`src/rtl/inv_mixcolumns_iter_if.sv`:
```
// inv_mixcolumns_iter_if: valid/ready state bus between the column engine and its neighbours
// Ports: i_valid/o_ready/i_state (upstream side), o_valid/i_ready/o_state (downstream side),
// plus i_fwd_mode when INV_MIXCOLUMNS_FWD_MODE_EN is defined.
// slave = the engine, master = the block driving it.
interface inv_mixcolumns_iter_if #(
  parameter int NB_STATE = 128
);
  logic                i_valid;
  logic                o_ready;
  logic [NB_STATE-1:0] i_state;
  logic                o_valid;
  logic                i_ready;
  logic [NB_STATE-1:0] o_state;
`ifdef INV_MIXCOLUMNS_FWD_MODE_EN
  logic                i_fwd_mode;
  modport slave  (input  i_valid, i_state, i_ready, i_fwd_mode, output o_ready, o_valid, o_state);
  modport master (output i_valid, i_state, i_ready, i_fwd_mode, input  o_ready, o_valid, o_state);
`else
  modport slave  (input  i_valid, i_state, i_ready, output o_ready, o_valid, o_state);
  modport master (output i_valid, i_state, i_ready, input  o_ready, o_valid, o_state);
`endif
endinterface

```
`src/rtl/inv_mixcolumns_iter.sv`:
```
// inv_mixcolumns_iter: iterative AES InvMixColumns, one 32-bit column per clock
// Ports: i_clock, i_reset (sync, active-high), bus_if (slave side of inv_mixcolumns_iter_if).
// Optional macro INV_MIXCOLUMNS_FWD_MODE_EN adds i_fwd_mode selecting forward MixColumns.
module inv_mixcolumns_iter #(
  parameter int NB_BYTE  = 8,
  parameter int NB_STATE = 128
) (
  input  logic                  i_clock,
  input  logic                  i_reset,
  inv_mixcolumns_iter_if.slave  bus_if
);
  localparam int NB_COL = 4 * NB_BYTE;
  if (NB_BYTE != 8 || NB_STATE != 16 * NB_BYTE) begin : BAD_CONF
    $error("inv_mixcolumns_iter: NB_BYTE must be 8 and NB_STATE 16*NB_BYTE");
  end
  typedef enum logic [1:0] {IDLE, BUSY, DONE} state_t;
  state_t              state_q, state_d;
  logic [1:0]          col_q, col_d;
  logic [NB_STATE-1:0] work_q, work_d;
  logic [NB_COL-1:0]   col_in, col_out;
  logic [NB_BYTE-1:0]  a [4];
  logic [NB_BYTE-1:0]  x2 [4];
  logic [NB_BYTE-1:0]  x4 [4];
  logic [NB_BYTE-1:0]  x8 [4];
  logic [NB_BYTE-1:0]  r_inv [4];
`ifdef INV_MIXCOLUMNS_FWD_MODE_EN
  logic                mode_q, mode_d;
  logic [NB_BYTE-1:0]  r_fwd [4];
`endif
  function automatic logic [NB_BYTE-1:0] xtime(input logic [NB_BYTE-1:0] b);
    return {b[NB_BYTE-2:0], 1'b0} ^ (b[NB_BYTE-1] ? NB_BYTE'(8'h1b) : '0);
  endfunction
  // single column datapath, fed from whichever column col_q points at
  assign col_in = work_q[NB_STATE-1-NB_COL*int'(col_q) -: NB_COL];
  genvar k;
  for (k = 0; k < 4; k++) begin : g_byte
    assign a[k]  = col_in[NB_COL-1-NB_BYTE*k -: NB_BYTE];
    assign x2[k] = xtime(a[k]);
    assign x4[k] = xtime(x2[k]);
    assign x8[k] = xtime(x4[k]);
    // row k: 0e*a[k] ^ 0b*a[k+1] ^ 0d*a[k+2] ^ 09*a[k+3]
    assign r_inv[k] = (x8[k] ^ x4[k] ^ x2[k])
                    ^ (x8[(k+1)%4] ^ x2[(k+1)%4] ^ a[(k+1)%4])
                    ^ (x8[(k+2)%4] ^ x4[(k+2)%4] ^ a[(k+2)%4])
                    ^ (x8[(k+3)%4] ^ a[(k+3)%4]);
`ifdef INV_MIXCOLUMNS_FWD_MODE_EN
    // row k: 02*a[k] ^ 03*a[k+1] ^ a[k+2] ^ a[k+3]
    assign r_fwd[k] = x2[k] ^ x2[(k+1)%4] ^ a[(k+1)%4] ^ a[(k+2)%4] ^ a[(k+3)%4];
    assign col_out[NB_COL-1-NB_BYTE*k -: NB_BYTE] = mode_q ? r_fwd[k] : r_inv[k];
`else
    assign col_out[NB_COL-1-NB_BYTE*k -: NB_BYTE] = r_inv[k];
`endif
  end
  always_ff @(posedge i_clock) begin
    if (i_reset) begin
      state_q <= IDLE;
      col_q   <= '0;
      work_q  <= '0;
`ifdef INV_MIXCOLUMNS_FWD_MODE_EN
      mode_q  <= 1'b0;
`endif
    end else begin
      state_q <= state_d;
      col_q   <= col_d;
      work_q  <= work_d;
`ifdef INV_MIXCOLUMNS_FWD_MODE_EN
      mode_q  <= mode_d;
`endif
    end
  end
  always_comb begin
    state_d = state_q;
    col_d   = col_q;
    work_d  = work_q;
`ifdef INV_MIXCOLUMNS_FWD_MODE_EN
    mode_d  = mode_q;
`endif
    unique case (state_q)
      IDLE: if (bus_if.i_valid) begin
        state_d = BUSY;
        col_d   = '0;
        work_d  = bus_if.i_state;
`ifdef INV_MIXCOLUMNS_FWD_MODE_EN
        mode_d  = bus_if.i_fwd_mode;
`endif
      end
      BUSY: begin
        work_d[NB_STATE-1-NB_COL*int'(col_q) -: NB_COL] = col_out;
        col_d   = col_q + 2'd1;
        state_d = (col_q == 2'd3) ? DONE : BUSY;
      end
      DONE: state_d = bus_if.i_ready ? IDLE : DONE;
      default: state_d = IDLE;
    endcase
  end
  // outputs decode the state register only; o_state is the working register itself
  assign bus_if.o_ready = (state_q == IDLE);
  assign bus_if.o_valid = (state_q == DONE);
  assign bus_if.o_state = work_q;
endmodule

```
`src/flat_wrapper.sv`:
```
// flat-port wrapper written by rule: the top's interface ports become plain ports
module inv_mixcolumns_iter_flat 
#(
  parameter int NB_BYTE  = 8,
  parameter int NB_STATE = 128
)
  (i_clock, i_reset, bus_if_i_valid, bus_if_i_state, bus_if_i_ready, bus_if_o_ready, bus_if_o_valid, bus_if_o_state);
  inv_mixcolumns_iter_if #(.NB_STATE(NB_STATE)) bus_if_i ();
  input  logic i_clock;
  input  logic i_reset;
  input wire logic [$bits(bus_if_i.i_valid)-1:0] bus_if_i_valid;
  input wire logic [$bits(bus_if_i.i_state)-1:0] bus_if_i_state;
  input wire logic [$bits(bus_if_i.i_ready)-1:0] bus_if_i_ready;
  output wire logic [$bits(bus_if_i.o_ready)-1:0] bus_if_o_ready;
  output wire logic [$bits(bus_if_i.o_valid)-1:0] bus_if_o_valid;
  output wire logic [$bits(bus_if_i.o_state)-1:0] bus_if_o_state;
  assign bus_if_i.i_valid = bus_if_i_valid;
  assign bus_if_i.i_state = bus_if_i_state;
  assign bus_if_i.i_ready = bus_if_i_ready;
  assign bus_if_o_ready = bus_if_i.o_ready;
  assign bus_if_o_valid = bus_if_i.o_valid;
  assign bus_if_o_state = bus_if_i.o_state;
  inv_mixcolumns_iter #(.NB_BYTE(NB_BYTE), .NB_STATE(NB_STATE)) u_core (.i_clock(i_clock), .i_reset(i_reset), .bus_if(bus_if_i));
endmodule
```
`config.mk`:
```
export PLATFORM = sky130hd
export DESIGN_NAME = inv_mixcolumns_iter_flat
export DESIGN_NICKNAME = d
export VERILOG_FILES = /design/src/rtl/inv_mixcolumns_iter_if.sv /design/src/rtl/inv_mixcolumns_iter.sv /design/src/flat_wrapper.sv
export SDC_FILE = /design/constraint.sdc
export NUM_CORES = 1
export LEC_CHECK = 0
export CAP_MARGIN = 0
export CORE_UTILIZATION = 52
export CTS_CLUSTER_SIZE = 30
export DETAILED_ROUTE_END_ITERATION = 7
export GPL_TIMING_DRIVEN = 0
export PLACE_DENSITY_LB_ADDON = 0.05
export SKIP_LAST_GASP = 1
export SLEW_MARGIN = 25
export SYNTH_ARGS = -nofsm -noshare
export SYNTH_HDL_FRONTEND = slang
export SYNTH_SLANG_ARGS = --single-unit
```
`constraint.sdc`:
```
create_clock -name i_clock -period 5.75 [get_ports i_clock]
set_clock_uncertainty 0.1 [all_clocks]
set_input_delay 1.15 -clock i_clock [delete_from_list [all_inputs] [get_ports i_clock]]
set_output_delay 1.15 -clock i_clock [all_outputs]
set_load 0.005 [all_outputs]
```
==> results.md, run 1 <==
* Outcome: finished, final reports clean
* Critical path class: flop to flop
* Layout cells sized above 1 at 10.6%
* Via count at 9,381
* Via density per instance at 6.67
* Ys flop type: dfxtp_1
* Clk slew on worst S/H paths at 0.07 ns
* First-pass GRT wire length at 57,000 µm
* Crit path DAT at 4.42 ns
* Syn Nets at 1,034
* Setup-failing EPs final at 0
* Crit start category: flop
* Max-Cap Viols at 0
* RSZ-0062 raised after global routing: no
* CTS tree: done
* Critical path fanouts, max at 10
* Core Area at 16,100 µm²
* Die Wd at 132 µm
* Syn Std Cell Area at 8720 µm²
* Fin crit period at 4.16 ns
* Starting density of the core at around 54%
* Number of synthesized flops with an enable pin at 0
* Non-filler cells, final at about 1.4k
* Final-layout fill cell count at 1,207
* Warnings, synthesis at 0
* Final net count at between 1k and 1.5k
* Cell count after placement at between 1k and 1.5k
* Fin crit share at between 70% and 80%
* Hold WC Path Type: flop to flop
* WL/cell at 27.6 µm
* Commonest non-fill, non-tap cell in the layout: clkdlybuf4s50_1
* Worst Tran Pin Value at 1.03 ns
* Hold EP: u_core.bus_if.o_state[108]$_SDFFE_PP0P_
* Yosys cell types at 37
* Routed Antenna Nets at 0
* Postcts setup bufs at 0
* Leakage at 4.43 nW
* F_max at approximately 240 MHz
* Die ar. at ~17,000 µm²
* Largest net degree at the start of global routing at 17
* Global route total overflow at 0
* Post-synthesis sequential element count at roughly 130
* Hold_sp: u_core.bus_if.o_state[108]$_SDFFE_PP0P_
* I/O Pins at 262
* DP Area at 11,600 µm²
* Final routed DRC violation total at 0
* Pins Over Slew Limit at 0
* Slew margin rel. at approximately 31%
* Hold-fix buffers at CTS at 0
* Chip height at 132 µm
* # resized after CTS at 0
* Fin. Hold Viols at 0
* Syn_area_per_cell at approximately 9.7 µm²
* Drt pass-1 iters at 5
* CP endpoint kind: flop
* CTS max path bufs at 2
* Hold path depth at 2
* Required time of the critical path at around 6 ns
* Most frequent cells in the layout: clkdlybuf4s50_1, dfxtp_1, nor2_1
* CTS root buffer: clkbuf_16
* Detailed Place HPWL at 28,700 µm
* Clock Sinks at ~130
* R2R depth at 11
* Fraction of synthesis flops using an asynchronous set or reset pin at 0%
* Worst IR Drop VDD at 0.629 mV
* Final Cell Area at 12,200 µm²
* Routed WL at around 39,000 µm
* I/O Buffers at between 200 and 300
* Crit Reg-Reg Startpoint: u_core.col_q[1]$_SDFFE_PP0P_
* Diode count at 0
* Clk_lat worst skew at between 0.4 and 0.5 ns
* Number of global-route vias before repair at 9,351
* # rows at 46
* Post-synthesis cell count at 898
* H-Tree Level Count at 4
* RePlAce Congestion at 0.984
* Post-route setup TNS at 0 ns
* Seq/Total Area, Yosys at about 30%
* R2R Setup Slk at 1.59 ns
* Drt first-iter violations at between 1k and 1.5k
* Worst R2R End: u_core.bus_if.o_state[96]$_SDFFE_PP0P_
* Pwr Density at 670 nW/µm²
* Initial antenna violation count at 1
* Area grow syn2layout at 39.5%
* All-Layer GR Usage at ~45%
* Total CTS buffers at 17
-- kinds of logic (layout without fill, tap and decap cells) --
| kind of cell | Yosys count | in the layout | share of synthesized area (%) |
|---|---|---|---|
| simple gates | 278 | 278 | 14.2 |
| flops | 132 | 132 | 30.3 |
| buf+inv | 94 | 386 | 5.11 |
| xor+xnor | 197 | 197 | 26.3 |
| fa+ha+maj | 4 | 4 | 0.574 |
| compound gates | 161 | 161 | 15.1 |
| mux | 32 | 32 | 8.48 |
-- registers in the layout, indices dropped and copies added (netlist names) --
| signal | cells |
|---|---|
| u_core.col_q | 2 |
| u_core.state_q | 2 |
| u_core.bus_if.o_state | 128 |
-- routing by layer --
metal	wire (µm)	vias to the layer above	global-route usage [%]
met5	12	-	0
met4	2270	2	26.4
met3	5470	205	11.7
met1	14000	4459	57.7
met2	17100	879	67.1
li1	-	3836	-
-- how the worst max path moves through the flow --
stage                                              end  cells past startpoint  slack [ns]                         start
6_report        u_core.bus_if.o_state[96]$_SDFFE_PP0P_                     11        1.59  u_core.col_q[1]$_SDFFE_PP0P_
5_1_grt         u_core.bus_if.o_state[96]$_SDFFE_PP0P_                     11        1.66  u_core.col_q[1]$_SDFFE_PP0P_
4_1_cts         u_core.bus_if.o_state[96]$_SDFFE_PP0P_                     11        1.85  u_core.col_q[1]$_SDFFE_PP0P_
3_5_place_dp   u_core.bus_if.o_state[125]$_SDFFE_PP0P_                     11        1.88  u_core.col_q[1]$_SDFFE_PP0P_
3_3_place_gp    u_core.bus_if.o_state[64]$_SDFFE_PP0P_                     11        1.93  u_core.col_q[1]$_SDFFE_PP0P_
2_1_floorplan    u_core.bus_if.o_state[3]$_SDFFE_PP0P_                      8        2.63  u_core.col_q[0]$_SDFFE_PP0P_
-- synthesized netlist by cell type, types with 2 or more instances --
cell	n	share of area (%)
xnor3_1	13	3.4
nor3_1	90	5.2
nand2_1	38	1.6
xor2_2	6	1.1
xor2_1	36	3.6
xnor2_4	4	1.3
a31oi_1	16	1.1
xnor3_2	7	1.9
buf_6	5	0.65
mux4_1	5	1.5
buf_1	4	0.17
clkbuf_1	64	2.8
ha_1	4	0.57
and4_1	2	0.20
xnor2_1	110	11
buf_2	7	0.40
nor2_1	118	5.1
buf_4	5	0.43
a221oi_2	8	1.4
mux4_2	27	7.0
a21oi_1	26	1.5
a21o_1	4	0.34
nor3_2	4	0.46
xnor2_2	20	3.7
nor2b_1	2	0.14
dfxtp_1	132	30
nand3_1	16	0.92
o32ai_1	20	2.0
nand2b_1	8	0.57
inv_1	7	0.30
a221oi_1	84	8.4
-- report_power, final --
group	switching (mW)	leakage [nW]	internal, mW
Sequential	0.116	1.09	1.04
Combinational	3.56	3.06	2.35
Clock	0.481	0.272	0.608
Total	4.15	4.43	4.00
-- worst max-delay path: stages, from the launching register on --
cell      delay, ns
dfxtp_1        0.36
buf_2          0.35
buf_4          0.33
buf_6          0.26
buf_4          0.29
mux4_2         0.47
xor2_1         0.20
xnor2_1        0.38
xor2_1         0.15
xnor2_1        0.76
a221oi_1       0.18
nor3_1         0.23
-- metrics by stage --
step | utilization, % | hold slack [ns] | worst slack (ns) | total power, mW
finish | 75.5 | 0.389 | 1.59 | 8.15
global route | 75.5 | 0.419 | 1.66 | 8.30
CTS | 75.5 | 0.391 | 1.85 | 7.87
detailed placement | 71.9 | 0.381 | 1.88 | 6.76
global placement | 71.9 | 0.377 | 1.93 | 6.72
floorplan | - | 0.372 | 2.63 | 4.99
-- cell type report --
class                      instances  area, µm²  share of cell area, %
inverter                           7       26.3                  0.216
sequential                       132       2640                   21.7
timing repair buffer             260       2600                   21.4
clock inverter                    14        145                   1.19
buffer                            87        419                   3.44
multi-input combinational        672       5630                   46.3
tap                              216        270                   2.22
clock buffer                      18        429                   3.53
(Power assumes the default switching activity.)
==> run 2: changes to the inputs <==
- CORE_UTILIZATION: 52 -> 48
- clock period: 5.75 -> 4.2 ns (I/O delays scaled with it)
==> run 2 against run 1 <==
  * Via count is 1.4% lower
  * Non-clock buffer count stayed put
  * Die area up 8.2%
  * Final area is 0.27% higher
  * Sequential cell count did not move
  * Maximum frequency increased by 0.64%
  * Clock-buffer cell count rose by 2
  * Sequential power up 37%
  * Worst hold slack gained 0.0036 ns
  * Clock power up 41%
  * Critical path type unchanged
  * Critical endpoint is now u_core.bus_if.o_state[71]$_SDFFE_PP0P_
==> results.md, run 2 (synthesis results as in run 1) <==
* Hold WC Path Type: flop to flop (unchanged)
* Core Area at 17,500 µm² (was 16,100 µm²)
* Total CTS buffers at 17 (unchanged)
* Fin crit share at 98.5% (was 72.4%)
* Commonest non-fill, non-tap cell in the layout: clkdlybuf4s50_1 (unchanged)
* Starting density of the core at 49.7% (was 54.1%)
* Cell count after placement at 1,383 (was 1,374)
* Global route total overflow at 0 (unchanged)
* WL/cell at 27.8 µm (was 27.6 µm)
* Hold-fix buffers at CTS at 0 (unchanged)
* Worst Tran Pin Value at 1.03 ns (about the same)
* Largest net degree at the start of global routing at 17 (unchanged)
* Drt pass-1 iters at 6 (was 5)
* I/O Buffers at 260 (unchanged)
* Drt first-iter violations at 1,277 (was 1,342)
* Critical path fanouts, max at 10 (unchanged)
* Fin. Hold Viols at 0 (unchanged)
* Diode count at 0 (unchanged)
* Critical path class: flop to flop (unchanged)
* I/O Pins at 262 (unchanged)
* Die ar. at 18,700 µm² (was 17,300 µm²)
* Pins Over Slew Limit at 0 (unchanged)
* F_max at 242 MHz (was 240 MHz)
* Setup-failing EPs final at 0 (unchanged)
* Final routed DRC violation total at 0 (unchanged)
* Post-route setup TNS at 0 ns (unchanged)
* Clk_lat worst skew at 0.44 ns (about the same)
* Routed WL at 39,400 µm (was 38,900 µm)
* Crit start category: flop (unchanged)
* Max-Cap Viols at 0 (unchanged)
* Worst setup margin at 0.0626 ns (was 1.59 ns)
* Via count at 9,251 (was 9,381)
* RePlAce Congestion at 0.992 (was 0.984)
* Max FFs per register at 128 (unchanged)
* All-Layer GR Usage at 42.5% (was 44.7%)
* Initial antenna violation count at 1 (unchanged)
* Layout cells sized above 1 at 10.6% (unchanged)
* Die Wd at 137 µm (was 132 µm)
* Hold path depth at 2 (unchanged)
* CTS root buffer: clkbuf_16 (unchanged)
* # rows at 48 (was 46)
* CTS tree: done (unchanged)
* CTS max path bufs at 2 (unchanged)
* Outcome: finished, final reports clean (unchanged)
* Routed Antenna Nets at 0 (unchanged)
* Setup slack at placement at 0.207 ns (was 1.88 ns)
* Area grow syn2layout at 39.9% (was 39.5%)
* Chip height at 137 µm (was 132 µm)
* H-Tree Level Count at 4 (unchanged)
* Number of global-route vias before repair at 8,734 (was 9,351)
* Pwr Density at 911 nW/µm² (was 670 nW/µm²)
* Final Core Density at 69.6% (was 75.5%)
* Via density per instance at 6.54 (was 6.67)
* Required time of the critical path at 4.46 ns (was 6.01 ns)
* Detailed Place HPWL at 29,200 µm (was 28,700 µm)
* Fin crit period at 4.14 ns (was 4.16 ns)
* Clock Sinks at 132 (unchanged)
* Final net count at 1,313 (unchanged)
* Worst IR Drop VDD at 0.628 mV (was 0.629 mV)
* Crit path DAT at 4.40 ns (was 4.42 ns)
* R2R depth at 11 (unchanged)
* Clk slew on worst S/H paths at 0.07 ns (about the same)
* CP endpoint kind: flop (unchanged)
* Most frequent cells in the layout: clkdlybuf4s50_1, dfxtp_1, nor2_1 (unchanged)
* Final-layout fill cell count at 1,387 (was 1,207)
* RSZ-0062 raised after global routing: no (unchanged)
* Pwr Total at 11.1 mW (was 8.15 mW)
* Non-filler cells, final at 1,415 (was 1,406)
* Leakage at 4.44 nW (was 4.43 nW)
* First-pass GRT wire length at 56,000 µm (was 57,000 µm)
* Slew margin rel. at 31.3% (was 31.2%)
[run 2: cell count changes in the layout (fill, tap and decap cells not counted), sizes merged]
cell | previous run | this run
clkbuf | 82 | 84
clkinvlp | 3 | 1
bufinv | 1 | 2
inv | 13 | 12
[run 2: layer usage]
metal / vias to the layer above / part of all wire [%] / wire length, µm / global-route usage [%]
met3: 125 / 14 / 5450 / 11.6
met1: 4490 / 39 / 15300 / 58.3
met2: 808 / 43 / 17100 / 62.3
met4: 0 / 4.0 / 1590 / 18.7
met5: - / 0 / 0 / 0
li1: 3828 / - / - / -
[run 2: critical path, stage by stage, from the launching register on]
cell	delay (ns)
dfxtp_1	0.36
buf_2	0.40
buf_4	0.34
buf_6	0.26
buf_4	0.28
mux4_2	0.46
xnor2_4	0.20
xnor2_2	0.31
xnor2_2	0.19
xnor2_1	0.72
a221oi_1	0.18
nor3_1	0.23
[run 2: power breakdown]
part	switching (mW)	internal [mW]	total [mW]
sequential	0.154	1.42	1.57
combinational	4.79	3.22	8.01
clock	0.635	0.900	1.54
[run 2: area by class of cell]
cell class | count | area (µm²) | area share, %
multi-input combinational | 672 | 5640 | 46.2
clock inverter | 12 | 143 | 1.17
clock buffer | 20 | 447 | 3.66
tap | 225 | 282 | 2.31
inverter | 7 | 26.3 | 0.215
timing repair buffer | 260 | 2600 | 21.3
sequential | 132 | 2640 | 21.7
buffer | 87 | 419 | 3.44
[run 2: through the flow]
step,hold WS (ns),area [µm²]
after floorplan,0.372,8720
after global placement,0.369,11600
after detailed placement,0.382,11600
after CTS,0.391,12200
after global routing,0.413,12200
final,0.392,12200
[run 2: repair_timing]
item	4_1_cts	5_1_grt
setup buffers	0	0
resized for setup	0	1
setup endpoints to repair	0	1
[run 2: path summary, 6_finish.rpt]
check                                            to  slack (ns)                                   start
min          u_core.bus_if.o_state[28]$_SDFFE_PP0P_        0.39  u_core.bus_if.o_state[28]$_SDFFE_PP0P_
max reg2reg  u_core.bus_if.o_state[71]$_SDFFE_PP0P_        0.06            u_core.col_q[1]$_SDFFE_PP0P_
max          u_core.bus_if.o_state[71]$_SDFFE_PP0P_        0.06            u_core.col_q[1]$_SDFFE_PP0P_
min reg2reg  u_core.bus_if.o_state[28]$_SDFFE_PP0P_        0.39  u_core.bus_if.o_state[28]$_SDFFE_PP0P_
